[src/rtl/scariv_bru_pred_upd_queue_if.sv]
// Bundle between the BRU EX3 update source, the predictor trainer and the update queue.
// The queue is the slave side; the upstream/consumer environment is the master side.
interface scariv_bru_pred_upd_queue_if #(
    parameter int unsigned DEPTH    = 4,
    parameter int unsigned VADDR_W  = 39,
    parameter int unsigned CMT_ID_W = 6,
    parameter int unsigned BHR_W    = 16,
    parameter int unsigned GIDX_W   = 10
);
    localparam int unsigned CNT_W  = $clog2(DEPTH + 1);
    localparam int unsigned DROP_W = 8;

    logic                upd_valid;
    logic                upd_dead;
    logic                upd_mispredict;
    logic                upd_taken;
    logic                upd_is_cond;
    logic                upd_is_call;
    logic                upd_is_ret;
    logic                upd_is_rvc;
    logic                upd_btb_not_hit;
    logic [VADDR_W-1:0]  upd_pc_vaddr;
    logic [VADDR_W-1:0]  upd_target_vaddr;
    logic [1:0]          upd_bim_value;
    logic [BHR_W-1:0]    upd_gshare_bhr;
    logic [GIDX_W-1:0]   upd_gshare_index;
    logic [CMT_ID_W-1:0] upd_cmt_id;

    logic                flush;

    logic                redirect_valid;
    logic [VADDR_W-1:0]  redirect_vaddr;
    logic [CMT_ID_W-1:0] redirect_cmt_id;

    logic                train_valid;
    logic                train_ready;
    logic [VADDR_W-1:0]  train_pc_vaddr;
    logic [VADDR_W-1:0]  train_target_vaddr;
    logic                train_taken;
    logic                train_is_cond;
    logic                train_is_call;
    logic                train_is_ret;
    logic                train_is_rvc;
    logic                train_btb_not_hit;
    logic [BHR_W-1:0]    train_gshare_bhr;
    logic [GIDX_W-1:0]   train_gshare_index;
    logic                train_mispredict;
    logic [1:0]          train_bim_next;

    logic [CNT_W-1:0]    count;
    logic [DROP_W-1:0]   drop_cnt;

    modport slave (
        input  upd_valid, upd_dead, upd_mispredict, upd_taken, upd_is_cond, upd_is_call,
               upd_is_ret, upd_is_rvc, upd_btb_not_hit, upd_pc_vaddr, upd_target_vaddr,
               upd_bim_value, upd_gshare_bhr, upd_gshare_index, upd_cmt_id,
               flush, train_ready,
        output redirect_valid, redirect_vaddr, redirect_cmt_id,
               train_valid, train_pc_vaddr, train_target_vaddr, train_taken, train_is_cond,
               train_is_call, train_is_ret, train_is_rvc, train_btb_not_hit,
               train_gshare_bhr, train_gshare_index, train_mispredict, train_bim_next,
               count, drop_cnt
    );

    modport master (
        output upd_valid, upd_dead, upd_mispredict, upd_taken, upd_is_cond, upd_is_call,
               upd_is_ret, upd_is_rvc, upd_btb_not_hit, upd_pc_vaddr, upd_target_vaddr,
               upd_bim_value, upd_gshare_bhr, upd_gshare_index, upd_cmt_id,
               flush, train_ready,
        input  redirect_valid, redirect_vaddr, redirect_cmt_id,
               train_valid, train_pc_vaddr, train_target_vaddr, train_taken, train_is_cond,
               train_is_call, train_is_ret, train_is_rvc, train_btb_not_hit,
               train_gshare_bhr, train_gshare_index, train_mispredict, train_bim_next,
               count, drop_cnt
    );
endinterface

[src/rtl/scariv_bru_pred_upd_queue.sv]
// FIFO of BRU EX3 resolutions replayed to predictor training, plus a one-cycle
// registered frontend redirect for accepted mispredicts.
module scariv_bru_pred_upd_queue #(
    parameter int unsigned DEPTH    = 4,
    parameter int unsigned VADDR_W  = 39,
    parameter int unsigned CMT_ID_W = 6,
    parameter int unsigned BHR_W    = 16,
    parameter int unsigned GIDX_W   = 10
) (
    input  logic i_clk,
    input  logic i_reset_n,
    scariv_bru_pred_upd_queue_if.slave bus
);
    localparam int unsigned PTR_W  = $clog2(DEPTH);
    localparam int unsigned CNT_W  = $clog2(DEPTH + 1);
    localparam int unsigned DROP_W = 8;

    typedef struct packed {
        logic [VADDR_W-1:0] pc_vaddr;
        logic [VADDR_W-1:0] target_vaddr;
        logic               taken;
        logic               is_cond;
        logic               is_call;
        logic               is_ret;
        logic               is_rvc;
        logic               btb_not_hit;
        logic [1:0]         bim_value;
        logic [BHR_W-1:0]   gshare_bhr;
        logic [GIDX_W-1:0]  gshare_index;
        logic               mispredict;
    } entry_t;

    entry_t              mem_q [DEPTH];
    logic [PTR_W-1:0]    head_q;
    logic [PTR_W-1:0]    tail_q;
    logic [CNT_W-1:0]    count_q;
    logic [DROP_W-1:0]   drop_cnt_q;
    logic                redirect_valid_q;
    logic [VADDR_W-1:0]  redirect_vaddr_q;
    logic [CMT_ID_W-1:0] redirect_cmt_id_q;

    logic   acc_c;
    logic   deq_c;
    logic   space_c;
    logic   enq_c;
    logic   drop_c;
    logic   valid_c;
    entry_t new_entry_c;
    entry_t head_entry_c;
    logic [1:0] bim_next_c;

    // Space is judged after a same-cycle dequeue, so a full queue can stream.
    always_comb begin
        valid_c = (count_q != '0);
        acc_c   = bus.upd_valid & ~bus.upd_dead & ~bus.flush;
        deq_c   = valid_c & bus.train_ready;
        space_c = (count_q != CNT_W'(DEPTH)) | deq_c;
        enq_c   = acc_c & space_c;
        drop_c  = acc_c & ~space_c;

        new_entry_c.pc_vaddr     = bus.upd_pc_vaddr;
        new_entry_c.target_vaddr = bus.upd_target_vaddr;
        new_entry_c.taken        = bus.upd_taken;
        new_entry_c.is_cond      = bus.upd_is_cond;
        new_entry_c.is_call      = bus.upd_is_call;
        new_entry_c.is_ret       = bus.upd_is_ret;
        new_entry_c.is_rvc       = bus.upd_is_rvc;
        new_entry_c.btb_not_hit  = bus.upd_btb_not_hit;
        new_entry_c.bim_value    = bus.upd_bim_value;
        new_entry_c.gshare_bhr   = bus.upd_gshare_bhr;
        new_entry_c.gshare_index = bus.upd_gshare_index;
        new_entry_c.mispredict   = bus.upd_mispredict;
    end

    always_ff @(posedge i_clk or negedge i_reset_n) begin
        if (!i_reset_n) begin
            for (int i = 0; i < int'(DEPTH); i++) mem_q[i] <= '0;
        end else if (enq_c) begin
            mem_q[tail_q] <= new_entry_c;
        end
    end

    // Pointers and occupancy; flush empties the queue regardless of handshakes.
    always_ff @(posedge i_clk or negedge i_reset_n) begin
        if (!i_reset_n) begin
            head_q  <= '0;
            tail_q  <= '0;
            count_q <= '0;
        end else if (bus.flush) begin
            head_q  <= '0;
            tail_q  <= '0;
            count_q <= '0;
        end else begin
            if (enq_c) tail_q <= tail_q + PTR_W'(1);
            if (deq_c) head_q <= head_q + PTR_W'(1);
            case ({enq_c, deq_c})
                2'b10:   count_q <= count_q + CNT_W'(1);
                2'b01:   count_q <= count_q - CNT_W'(1);
                default: count_q <= count_q;
            endcase
        end
    end

    always_ff @(posedge i_clk or negedge i_reset_n) begin
        if (!i_reset_n) begin
            drop_cnt_q <= '0;
        end else if (drop_c && (drop_cnt_q != '1)) begin
            drop_cnt_q <= drop_cnt_q + DROP_W'(1);
        end
    end

    always_ff @(posedge i_clk or negedge i_reset_n) begin
        if (!i_reset_n) begin
            redirect_valid_q  <= 1'b0;
            redirect_vaddr_q  <= '0;
            redirect_cmt_id_q <= '0;
        end else begin
            redirect_valid_q <= acc_c & bus.upd_mispredict;
            if (acc_c && bus.upd_mispredict) begin
                redirect_vaddr_q  <= bus.upd_target_vaddr;
                redirect_cmt_id_q <= bus.upd_cmt_id;
            end
        end
    end

    // Training view of the head; the counter update is held at 0 when empty.
    always_comb begin
        head_entry_c = mem_q[head_q];
        bim_next_c   = 2'b00;
        if (valid_c) begin
            if (!head_entry_c.is_cond) begin
                bim_next_c = 2'b11;
            end else if (head_entry_c.taken) begin
                bim_next_c = (head_entry_c.bim_value == 2'b11) ? 2'b11
                                                               : 2'(head_entry_c.bim_value + 2'd1);
            end else begin
                bim_next_c = (head_entry_c.bim_value == 2'b00) ? 2'b00
                                                               : 2'(head_entry_c.bim_value - 2'd1);
            end
        end
    end

    assign bus.train_valid        = valid_c;
    assign bus.train_pc_vaddr     = head_entry_c.pc_vaddr;
    assign bus.train_target_vaddr = head_entry_c.target_vaddr;
    assign bus.train_taken        = head_entry_c.taken;
    assign bus.train_is_cond      = head_entry_c.is_cond;
    assign bus.train_is_call      = head_entry_c.is_call;
    assign bus.train_is_ret       = head_entry_c.is_ret;
    assign bus.train_is_rvc       = head_entry_c.is_rvc;
    assign bus.train_btb_not_hit  = head_entry_c.btb_not_hit;
    assign bus.train_gshare_bhr   = head_entry_c.gshare_bhr;
    assign bus.train_gshare_index = head_entry_c.gshare_index;
    assign bus.train_mispredict   = head_entry_c.mispredict;
    assign bus.train_bim_next     = bim_next_c;

    assign bus.redirect_valid  = redirect_valid_q;
    assign bus.redirect_vaddr  = redirect_vaddr_q;
    assign bus.redirect_cmt_id = redirect_cmt_id_q;
    assign bus.count           = count_q;
    assign bus.drop_cnt        = drop_cnt_q;
endmodule

[src/flat_wrapper.sv]
// flat-port wrapper written by rule: the top's interface ports become plain ports
module scariv_bru_pred_upd_queue_flat 
#(
    parameter int unsigned DEPTH    = 4,
    parameter int unsigned VADDR_W  = 39,
    parameter int unsigned CMT_ID_W = 6,
    parameter int unsigned BHR_W    = 16,
    parameter int unsigned GIDX_W   = 10
)
  (i_clk, i_reset_n, bus_upd_valid, bus_upd_dead, bus_upd_mispredict, bus_upd_taken, bus_upd_is_cond, bus_upd_is_call, bus_upd_is_ret, bus_upd_is_rvc, bus_upd_btb_not_hit, bus_upd_pc_vaddr, bus_upd_target_vaddr, bus_upd_bim_value, bus_upd_gshare_bhr, bus_upd_gshare_index, bus_upd_cmt_id, bus_flush, bus_train_ready, bus_redirect_valid, bus_redirect_vaddr, bus_redirect_cmt_id, bus_train_valid, bus_train_pc_vaddr, bus_train_target_vaddr, bus_train_taken, bus_train_is_cond, bus_train_is_call, bus_train_is_ret, bus_train_is_rvc, bus_train_btb_not_hit, bus_train_gshare_bhr, bus_train_gshare_index, bus_train_mispredict, bus_train_bim_next, bus_count, bus_drop_cnt);
  scariv_bru_pred_upd_queue_if #(.DEPTH(DEPTH), .VADDR_W(VADDR_W), .CMT_ID_W(CMT_ID_W), .BHR_W(BHR_W), .GIDX_W(GIDX_W)) bus_i ();
  input  logic i_clk;
  input  logic i_reset_n;
  input wire logic [$bits(bus_i.upd_valid)-1:0] bus_upd_valid;
  input wire logic [$bits(bus_i.upd_dead)-1:0] bus_upd_dead;
  input wire logic [$bits(bus_i.upd_mispredict)-1:0] bus_upd_mispredict;
  input wire logic [$bits(bus_i.upd_taken)-1:0] bus_upd_taken;
  input wire logic [$bits(bus_i.upd_is_cond)-1:0] bus_upd_is_cond;
  input wire logic [$bits(bus_i.upd_is_call)-1:0] bus_upd_is_call;
  input wire logic [$bits(bus_i.upd_is_ret)-1:0] bus_upd_is_ret;
  input wire logic [$bits(bus_i.upd_is_rvc)-1:0] bus_upd_is_rvc;
  input wire logic [$bits(bus_i.upd_btb_not_hit)-1:0] bus_upd_btb_not_hit;
  input wire logic [$bits(bus_i.upd_pc_vaddr)-1:0] bus_upd_pc_vaddr;
  input wire logic [$bits(bus_i.upd_target_vaddr)-1:0] bus_upd_target_vaddr;
  input wire logic [$bits(bus_i.upd_bim_value)-1:0] bus_upd_bim_value;
  input wire logic [$bits(bus_i.upd_gshare_bhr)-1:0] bus_upd_gshare_bhr;
  input wire logic [$bits(bus_i.upd_gshare_index)-1:0] bus_upd_gshare_index;
  input wire logic [$bits(bus_i.upd_cmt_id)-1:0] bus_upd_cmt_id;
  input wire logic [$bits(bus_i.flush)-1:0] bus_flush;
  input wire logic [$bits(bus_i.train_ready)-1:0] bus_train_ready;
  output wire logic [$bits(bus_i.redirect_valid)-1:0] bus_redirect_valid;
  output wire logic [$bits(bus_i.redirect_vaddr)-1:0] bus_redirect_vaddr;
  output wire logic [$bits(bus_i.redirect_cmt_id)-1:0] bus_redirect_cmt_id;
  output wire logic [$bits(bus_i.train_valid)-1:0] bus_train_valid;
  output wire logic [$bits(bus_i.train_pc_vaddr)-1:0] bus_train_pc_vaddr;
  output wire logic [$bits(bus_i.train_target_vaddr)-1:0] bus_train_target_vaddr;
  output wire logic [$bits(bus_i.train_taken)-1:0] bus_train_taken;
  output wire logic [$bits(bus_i.train_is_cond)-1:0] bus_train_is_cond;
  output wire logic [$bits(bus_i.train_is_call)-1:0] bus_train_is_call;
  output wire logic [$bits(bus_i.train_is_ret)-1:0] bus_train_is_ret;
  output wire logic [$bits(bus_i.train_is_rvc)-1:0] bus_train_is_rvc;
  output wire logic [$bits(bus_i.train_btb_not_hit)-1:0] bus_train_btb_not_hit;
  output wire logic [$bits(bus_i.train_gshare_bhr)-1:0] bus_train_gshare_bhr;
  output wire logic [$bits(bus_i.train_gshare_index)-1:0] bus_train_gshare_index;
  output wire logic [$bits(bus_i.train_mispredict)-1:0] bus_train_mispredict;
  output wire logic [$bits(bus_i.train_bim_next)-1:0] bus_train_bim_next;
  output wire logic [$bits(bus_i.count)-1:0] bus_count;
  output wire logic [$bits(bus_i.drop_cnt)-1:0] bus_drop_cnt;
  assign bus_i.upd_valid = bus_upd_valid;
  assign bus_i.upd_dead = bus_upd_dead;
  assign bus_i.upd_mispredict = bus_upd_mispredict;
  assign bus_i.upd_taken = bus_upd_taken;
  assign bus_i.upd_is_cond = bus_upd_is_cond;
  assign bus_i.upd_is_call = bus_upd_is_call;
  assign bus_i.upd_is_ret = bus_upd_is_ret;
  assign bus_i.upd_is_rvc = bus_upd_is_rvc;
  assign bus_i.upd_btb_not_hit = bus_upd_btb_not_hit;
  assign bus_i.upd_pc_vaddr = bus_upd_pc_vaddr;
  assign bus_i.upd_target_vaddr = bus_upd_target_vaddr;
  assign bus_i.upd_bim_value = bus_upd_bim_value;
  assign bus_i.upd_gshare_bhr = bus_upd_gshare_bhr;
  assign bus_i.upd_gshare_index = bus_upd_gshare_index;
  assign bus_i.upd_cmt_id = bus_upd_cmt_id;
  assign bus_i.flush = bus_flush;
  assign bus_i.train_ready = bus_train_ready;
  assign bus_redirect_valid = bus_i.redirect_valid;
  assign bus_redirect_vaddr = bus_i.redirect_vaddr;
  assign bus_redirect_cmt_id = bus_i.redirect_cmt_id;
  assign bus_train_valid = bus_i.train_valid;
  assign bus_train_pc_vaddr = bus_i.train_pc_vaddr;
  assign bus_train_target_vaddr = bus_i.train_target_vaddr;
  assign bus_train_taken = bus_i.train_taken;
  assign bus_train_is_cond = bus_i.train_is_cond;
  assign bus_train_is_call = bus_i.train_is_call;
  assign bus_train_is_ret = bus_i.train_is_ret;
  assign bus_train_is_rvc = bus_i.train_is_rvc;
  assign bus_train_btb_not_hit = bus_i.train_btb_not_hit;
  assign bus_train_gshare_bhr = bus_i.train_gshare_bhr;
  assign bus_train_gshare_index = bus_i.train_gshare_index;
  assign bus_train_mispredict = bus_i.train_mispredict;
  assign bus_train_bim_next = bus_i.train_bim_next;
  assign bus_count = bus_i.count;
  assign bus_drop_cnt = bus_i.drop_cnt;
  scariv_bru_pred_upd_queue #(.DEPTH(DEPTH), .VADDR_W(VADDR_W), .CMT_ID_W(CMT_ID_W), .BHR_W(BHR_W), .GIDX_W(GIDX_W)) u_core (.i_clk(i_clk), .i_reset_n(i_reset_n), .bus(bus_i));
endmodule
[config.mk]
export PLATFORM = sky130hd
export DESIGN_NAME = scariv_bru_pred_upd_queue_flat
export DESIGN_NICKNAME = d
export VERILOG_FILES = /design/src/rtl/scariv_bru_pred_upd_queue_if.sv /design/src/rtl/scariv_bru_pred_upd_queue.sv /design/src/flat_wrapper.sv
export SDC_FILE = /design/constraint.sdc
export NUM_CORES = 1
export LEC_CHECK = 0
export CORE_MARGIN = 2
export CORE_UTILIZATION = 30
export DETAILED_ROUTE_END_ITERATION = 10
export HOLD_SLACK_MARGIN = 0.1
export PLACE_DENSITY = 0.49
export SETUP_SLACK_MARGIN = 0.3
export SYNTH_ARGS = -nofsm -noshare
export SYNTH_HDL_FRONTEND = slang
export SYNTH_SLANG_ARGS = --single-unit
[constraint.sdc]
create_clock -name i_clk -period 2.5 [get_ports i_clk]
set_clock_uncertainty 0.2 [all_clocks]
set_input_delay 0.625 -clock i_clk [delete_from_list [all_inputs] [get_ports i_clk]]
set_output_delay 0.625 -clock i_clk [all_outputs]
set_load 0.01 [all_outputs]
# == Yosys cells after proc, flatten, opt, wreduce, memory -nomap -nowiden ==
# Cells that the tools add are included.
# word_totals
register_bits,513
out_inout_bits,171
wordCells,107
# classes
add_sub_neg,7
order_cmp,3
eq_ne,5
muxes,17
bitwise_logic,12
reduce_logical,8
# op_table
operator,count
$bwmux W452,1
$mux W113,3
$bmux W113 S2,1
$demux W113 S2,1
$mux W2,9
$add A8 B1 Y8 const B,1
$ne A8 B8 Y1 const B,1
$add A2 B1 Y2 const B,3
$and A1 B1 Y1,6
$ge A3 B3 Y1 const B,2
$not A2 Y3,2
$pmux W3 S2,1
$reduce_bool A3 Y1,2
$eq A2 B2 Y1 const B,2
$reduce_bool A2 Y1,2
$add A3 B1 Y3 const B,1
$logic_and A1 B1 Y1,3
$lt A3 B1 Y1 const B,1
$mux W3,1
$ne A3 B3 Y1 const B,1
$not A1 Y1,3
$sub A3 B1 Y3 const B,1
$eq A2 B1 Y1 const B,1
$logic_not A2 Y1,1
other kinds (2),2

# == Depth between registers and ports, before layout ==
# Gate-level depths: netlist of the first run.
# depth
word_depth,9
ltp_mapped,6
depth_no_buf,6

# == Worst setup path before layout of the first run ==
# No wires, ideal clock.
# synth_timing
kind,flip-flop to output port
startpoint,reg u_core.head_q[0]
endpoint,out bus_train_btb_not_hit
arrival_time_ns,1.652
setup_slack_ns,0.023
path_stages_with_launch,5
n_path_buf,3
cell_sequence,dfrtp_1 > buf_2 > clkbuf_1 > buf_2 > mux4_2
# synth_between
elab_chain_cells,4
# synth_lines
item,line_no,rtl
from (decl),scariv_bru_pred_upd_queue.sv:34,logic [PTR_W-1:0] head_q;
from (signal assigned),scariv_bru_pred_upd_queue.sv:95,if (deq_c) head_q <= head_q + PTR_W'(1);
$not A2 Y3 (implied by the code),scariv_bru_pred_upd_queue.sv:128,head_entry_c = mem_q[head_q];
$bmux W113 S2,scariv_bru_pred_upd_queue.sv:128,
$mux W113 (implied by the code) (2 in a row),scariv_bru_pred_upd_queue.sv:128,
to (decl),flat_wrapper.sv:42,output wire logic [$bits(bus_i.train_btb_not_hit)-1:0] bus_train_btb_not_hit;
# No other way between the ends. The select of a mux whose other input is x is not followed.

# == Final worst setup path of the first run ==
# layout_timing
startpoint,reg u_core.head_q[0]
endpoint,out bus_train_gshare_bhr[0]
# layout_between
elab_chain_cells,4
# layout_lines
item,line_no,rtl
$not A2 Y3 (implied by the code),scariv_bru_pred_upd_queue.sv:128,
$bmux W113 S2,scariv_bru_pred_upd_queue.sv:128,
$mux W113 (implied by the code) (2 in a row),scariv_bru_pred_upd_queue.sv:128,
to (decl),flat_wrapper.sv:43,output wire logic [$bits(bus_i.train_gshare_bhr)-1:0] bus_train_gshare_bhr;
# No other way between the ends. The select of a mux whose other input is x is not followed.

==> results of run 1 <==
==> metal layers <==
layer	up-vias	part of all wire, %	global-route usage (%)
li1	5854	-	-
met1	7172	46	21.0
met2	267	48	25.1
met3	86	4.4	3.29
met4	8	1.6	3.44
met5	-	0.070	0
==> state kept, by name, summed over array words and instances (netlist names) <==
register                    cells
u_core.mem_q                  452
u_core.bus.redirect_vaddr      39
u_core.bus.drop_cnt             8
u_core.bus.redirect_cmt_id      6
u_core.bus.count                3
u_core.head_q                   2
u_core.tail_q                   2
u_core.bus.redirect_valid       1
==> power groups by stage <==
stage                     clock (mW)  sequential [mW]  combinational, mW
after global placement             0             11.3               9.57
after detailed placement           0             11.4               9.64
after global routing            9.86             11.5               12.6
after floorplan                    0             11.1               5.37
final                           9.20             11.3               11.8
after CTS                       9.51             11.3               10.9
==> placed cells by master, fill, tap and decap left out, types with 16 or more instances in the layout <==
cell             netlist  layout
buf_6                 32     173
mux2_2               219      59
buf_16                 0      24
clkbuf_16              0     100
buf_12                 0      74
buf_4                  0      55
dfrtp_1              513     506
clkbuf_8               0      16
dlygate4sd2_1          0      50
clkdlybuf4s50_1        0     123
mux4_2               113     113
mux2_4               280     440
==> logic make-up (layout without fill, tap and decap cells) <==
group	after synthesis	in the layout	synth area share [%]
multiplexers	612	612	39.8
AND/OR/NAND/NOR	36	40	1.09
buffers and inverters	87	675	2.62
AO/OA/AOI/OAI	10	10	0.270
flip-flops	513	513	55.4
adder cells (fa/ha/maj)	8	8	0.443
XOR/XNOR	9	9	0.340
==> synth_stat cells, drive strengths merged, types with 2 or more instances <==
| cell | instances |
|---|---|
| nor4b | 2 |
| nand2 | 7 |
| nor3 | 9 |
| maj3 | 2 |
| nor2 | 7 |
| buf | 68 |
| dfrtp | 513 |
| mux2 | 499 |
| xor2 | 8 |
| o31ai | 2 |
| inv | 7 |
| ha | 5 |
| nand3 | 5 |
| a21oi | 4 |
| clkbuf | 12 |
| mux4 | 113 |
==> path summary, 6_finish.rpt <==
| path | startpoint | end | slack, ns | cells past startpoint |
|---|---|---|---|---|
| hold reg to reg | u_core.bus.redirect_vaddr[19] | u_core.bus.redirect_vaddr[19] | 0.30 | 1 |
| hold / removal | u_core.bus.redirect_vaddr[19] | u_core.bus.redirect_vaddr[19] | 0.30 | 1 |
| setup reg to reg | u_core.bus.count[1] | u_core.mem_q[275] | 0.07 | 10 |
| min in group asynchronous | i_reset_n | u_core.bus.redirect_vaddr[8] | 0.34 | 2 |
| setup / recovery | u_core.head_q[0] | bus_train_gshare_bhr[0] | -0.70 | 7 |
| max in group asynchronous | i_reset_n | u_core.mem_q[104] | 0.98 | 4 |
==> worst max-delay path: stages (launching register included) <==
cell and delay [ns]:
dfrtp_4 0.50, buf_6 0.13, buf_12 0.13, buf_12 0.15, buf_12 0.14, buf_6 0.11
mux4_2 0.45, buf_6 0.15
==> layout make-up <==
| class | instances | share of cell area (%) |
|---|---|---|
| clock buffer | 89 | 5.24 |
| sequential | 513 | 37.6 |
| multi-input combinational | 679 | 30.8 |
| timing repair buffer | 561 | 21.7 |
| inverter | 7 | 0.0842 |
| tap | 1030 | 3.77 |
| clock inverter | 18 | 0.820 |
==> repair_timing <==
item | in CTS | in global routing
hold buffers | 1 | 0
gates cloned | 10 | 47
pin swaps | 10 | 14
resized for setup | 725 | 276
endpoints found under the setup margin | 587 | 601
setup buffers | 73 | 24
hold endpoints to repair | 48 | 0
==> through the flow <==
stage	setup TNS [ns]	setup slack, ns	hold WS, ns
after floorplan	0	0.166	0.129
after global placement	-158.59	-0.411	0.282
after detailed placement	-167.09	-0.404	0.287
after CTS	-63.76	-0.780	0.301
after global routing	-73.08	-0.771	0.310
final	-65.90	-0.704	0.297
==> flow_summary.ini, run 1 <==
[yosys]
synth_ff_type = dfrtp_1
ys_ff_latch = 513
syn-cell-area_sq_mm = 0.0232
yosys-top-cells-area = dfrtp_1 (55%), mux2_4 (18%), mux4_2 (11%), mux2_2 (11%), buf_6 (1.6%)
syn_inst = 1275
synth.top_cell.area_share_pct = 55.4
synth_edf_count = 0
ys_types = 33
synth_fp_nets = 1406
synth.avg_cell_area_sq_um = 18.2
async_reset_ff_share_pct = 100
yosys.area.top_type = dfrtp_1
synth_warnings = 0
seq_area_frac_synth_pct = 55.4

[timing]
slew_headroom_pct = 67.7
slew_violations = 0
fmax_ghz = 0.312
setup_viol = 113
post-route-min-period_ns = 3.20
finalHoldViolCount = 0
worstMarginPinSlew_ns = 0.484
rsz0062_at_grt = true
finalCritPeriodShare_pct = 128
setup_ws_ns = -0.704

[place]
dpl.cell_count = 2635
placed_cell_area_sq_mm = 0.0285
post-dp-hpwl_microns = 39100
finalWeightedCongestion = 0.728
port_buffers = 295

[route]
avgViaCountPerCell = 4.62
drtIter0Drc = 504
via_count = 13400
wl_microns = 68200
ant_nets = 0
drc = 0
drt-pass1-iter-count = 5
routedWlPerCell_microns = 23.6

[clock_network]
cts_tree = built
root_buffer = clkbuf_16
clk_pin_slew_ns = 0.06
clk_latency_ns = 0.62
htree_num_levels = 2
cts_buffers = 60
cts.sinks = 513
cts_max_path_buffers = 3

[global_routing]
grt_util_all_layers_pct = 15.4
grt_pass1_wl_microns = 93500
grt_max_degree = 75
overflow = 0
antenna_found_initial = 4
grt_pass1_vias = 14700

[power]
power_mw = 32.3
pwr-share-seq_pct = 34.9
p_sw_share_pct = 27.0
switching_power_mw = 8.72
ir_drop_uv = 533
combPwrFrac_pct = 36.6
leakagePower_nw = 16.7
power.share.clock_pct = 28.4
p_int_mw = 23.6
p_per_area_mw_per_mm2 = 946

[floorplanning]
num_io_pins = 296
dieArea_sq_mm = 0.0794
coreArea_sq_mm = 0.0762
die_y_microns = 282
rows = 101
initial_core_util_pct = 30.4
fp.dieW_microns = 282

[status]
status = finished, violations left
violations = negative setup slack

[finish]
drive_gt1_share_pct = 60.6
antenna_cells = 0
nets = 1953
fin_area_sq_mm = 0.0342
postLayoutCoreUtil_pct = 44.9
multiInputGateArea_sq_mm = 0.0105
fin_cells = 2897
fill_cells = 6684
regArea_sq_mm = 0.0129
syn2layout_area_growth_pct = 47.7

[setup_path]
crit_required_ns = 1.67
end_kind = output pin
critical_path_class = register to output pin
start_kind = register
cp.arrival_ns = 2.38
critical_path.max_fanout = 6

[min_path]
hold_class = register to register

[job]
drv_cap = 0
No activity file was read; power rests on OpenSTA's default activity.
==> inputs of run 2 (changes only) <==
--- a/config.mk
+++ b/config.mk
@@ -5,11 +5,13 @@
 export SDC_FILE = /design/constraint.sdc
 export NUM_CORES = 1
 export LEC_CHECK = 0
+export CAP_MARGIN = 30
+export CORE_ASPECT_RATIO = 1.75
 export CORE_MARGIN = 2
-export CORE_UTILIZATION = 30
+export CORE_UTILIZATION = 49
 export DETAILED_ROUTE_END_ITERATION = 10
 export HOLD_SLACK_MARGIN = 0.1
-export PLACE_DENSITY = 0.49
+export PLACE_DENSITY = 0.72
 export SETUP_SLACK_MARGIN = 0.3
 export SYNTH_ARGS = -nofsm -noshare
 export SYNTH_HDL_FRONTEND = slang
==> run 2 against run 1 <==
- the run still ends with negative setup slack left
- largest power group is now sequential cells
- critical path type unchanged
- sequential power about the same
- register-to-register slack improved by 0.02 ns
- first-iteration DRC count increased by 23%
- count of clock-buffer cells in the layout decreased by 24
- largest cell class unchanged
- non-clock buffer count decreased by 52
==> flow_summary.ini, run 2 (synthesis gave the netlist of run 1 again) <==
[status]
status = finished, violations left
violations = negative setup slack

[place]
finalWeightedCongestion = 0.767
port_buffers = 295
post-dp-hpwl_microns = 36000
placed_cell_area_sq_mm = 0.0276

[floorplanning]
coreArea_sq_mm = 0.0468
rows = 105
initial_core_util_pct = 49.5
dieArea_sq_mm = 0.0491
fp.dieW_microns = 168
die_y_microns = 292
num_io_pins = 296

[finish]
final_cell_mix = dfrtp_1 (506), mux2_4 (343), mux2_2 (156)
fin_area_sq_mm = 0.0319
largest_reg_flops = 452
nets = 1889
largest-register = u_core.mem_q
layout_commonest_cell = dfrtp_1
drive_gt1_share_pct = 56.1
fill_cells = 3169
syn2layout_area_growth_pct = 37.7

[setup_path]
rr_endpoint = u_core.bus.count[2]
cp.arrival_ns = 2.32
critical_path.max_fanout = 7
r2r-start = u_core.bus.count[2]
reg2reg_depth = 9
critical_path_class = register to output pin
start_kind = register
end_kind = output pin
crit_required_ns = 1.67
r2r_slack_ns = 0.09

[route]
routedWlPerCell_microns = 25.4
drtIter0Drc = 621
drt-pass1-iter-count = 4
drc = 0
via_count = 13300
avgViaCountPerCell = 5.57
ant_nets = 0
wl_microns = 60600

[clock_network]
htree_num_levels = 2
root_buffer = clkbuf_16
cts_max_path_buffers = 3
cts_buffers = 47
clk_latency_ns = 0.56
cts.sinks = 513
cts_tree = built
clk_pin_slew_ns = 0.07

[timing]
post-route-min-period_ns = 3.14
slew_violations = 0
hold_slack_ns = 0.300
finalHoldViolCount = 0
setup_ws_ns = -0.644
setup_viol = 113
fmax_ghz = 0.318
slew_headroom_pct = 57.3
finalCritPeriodShare_pct = 126
worstMarginPinSlew_ns = 0.637
rsz0062_at_grt = true

[global_routing]
grt_util_all_layers_pct = 23.6
grt_max_degree = 77
overflow = 0
grt_pass1_vias = 14900
grt_pass1_wl_microns = 89300
antenna_found_initial = 6

[min_path]
hold_class = register to register
holdPathStages = 1
min_from = u_core.bus.redirect_vaddr[8]
whs_endpoint = u_core.bus.redirect_vaddr[8]

[power]
ir_drop_uv = 730
leakagePower_nw = 15.6
p_per_area_mw_per_mm2 = 933

[job]
drv_cap = 0
[run 2: changes by cell type in the layout (fill, tap and decap cells not counted), sizes merged]
cell / before / now
clkinv: 6 / 8
clkinvlp: 3 / 2
bufinv: 7 / 10
clkbuf: 128 / 88
bufbuf: 0 / 2
dlygate4sd2: 50 / 112
buf: 345 / 231
diode: 0 / 6
inv: 9 / 7
clkdlybuf4s15: 3 / 17
nand2: 11 / 12
[run 2: worst max-delay path by stage]
stage / startpoint / endpoint / slack, ns / depth (start not counted)
6_report: u_core.head_q[0] / bus_train_gshare_bhr[9] / -0.64 / 4
5_1_grt: u_core.head_q[0] / bus_train_bim_next[0] / -0.70 / 5
2_1_floorplan: u_core.head_q[1] / bus_train_gshare_index[0] / 0.17 / 4
3_5_place_dp: u_core.head_q[0] / bus_train_bim_next[1] / -0.36 / 4
4_1_cts: u_core.head_q[0] / bus_train_bim_next[0] / -0.66 / 5
3_3_place_gp: u_core.head_q[0] / bus_train_bim_next[0] / -0.37 / 4
[run 2: layer usage]
layer | track usage, % | vias up | share of wire [%]
met2 | 42.5 | 364 | 54
met1 | 29.0 | 7138 | 39
li1 | - | 5716 | -
met5 | 0 | - | 0
met4 | 7.72 | 0 | 3.0
met3 | 3.52 | 88 | 4.2
[run 2: where the power goes]
part / internal, mW / total [mW] / switching, mW
Combinational: 6.55 / 10.3 / 3.73
Sequential: 10.2 / 11.3 / 1.13
Clock: 4.91 / 8.11 / 3.20
Total: 21.7 / 29.7 / 8.06
[run 2: critical path: stages, from the launching register on]
cell,delay [ns]
dfrtp_4,0.48
buf_8,0.18
bufbuf_16,0.30
mux4_2,0.50
clkdlybuf4s15_2,0.28
[run 2: repair_timing]
item / 4_1_cts / 5_1_grt
endpoints found under the hold margin: 32 / 0
buffers inserted: 48 / 20
gates cloned: 17 / 29
pin swaps: 7 / 16
resized for setup: 464 / 113
hold buffers: 1 / 0
endpoints found under the setup margin: 361 / 595
[run 2: area by class of cell]
type	count	area, sq um	share of cell area, %
diodes	6	15.0	0.0471
inverters	7	28.8	0.0903
flip-flops and latches	513	12900	40.3
well taps	588	736	2.31
multi-input cells	680	10200	32.0
clock inverters	20	363	1.14
repair buffers	509	6310	19.8
clock buffers	65	1390	4.35
[run 2: stage by stage]
| stage | worst slack (ns) | util (%) | TNS (ns) | power, mW | cells |
|---|---|---|---|---|---|
| 6_report | -0.644 | 68.2 | -57.96 | 29.7 | 2388 |
| 2_1_floorplan | 0.166 | - | 0 | 16.5 | 1275 |
| 3_5_place_dp | -0.359 | 59.1 | -134.91 | 20.8 | 2182 |
| 3_3_place_gp | -0.372 | 59.1 | -128.22 | 20.5 | 2182 |
| 5_1_grt | -0.703 | 68.2 | -66.44 | 31.0 | 2388 |
| 4_1_cts | -0.660 | 65.4 | -60.81 | 29.4 | 2333 |
==> inputs of run 3 (changes only) <==
--- a/config.mk
+++ b/config.mk
@@ -13,6 +13,7 @@
 export HOLD_SLACK_MARGIN = 0.1
 export PLACE_DENSITY = 0.72
 export SETUP_SLACK_MARGIN = 0.3
+export SLEW_MARGIN = 5
 export SYNTH_ARGS = -nofsm -noshare
 export SYNTH_HDL_FRONTEND = slang
 export SYNTH_SLANG_ARGS = --single-unit
==> results of run 3 <==
The final DEF is identical to that of run 2; final timing and power are the same.
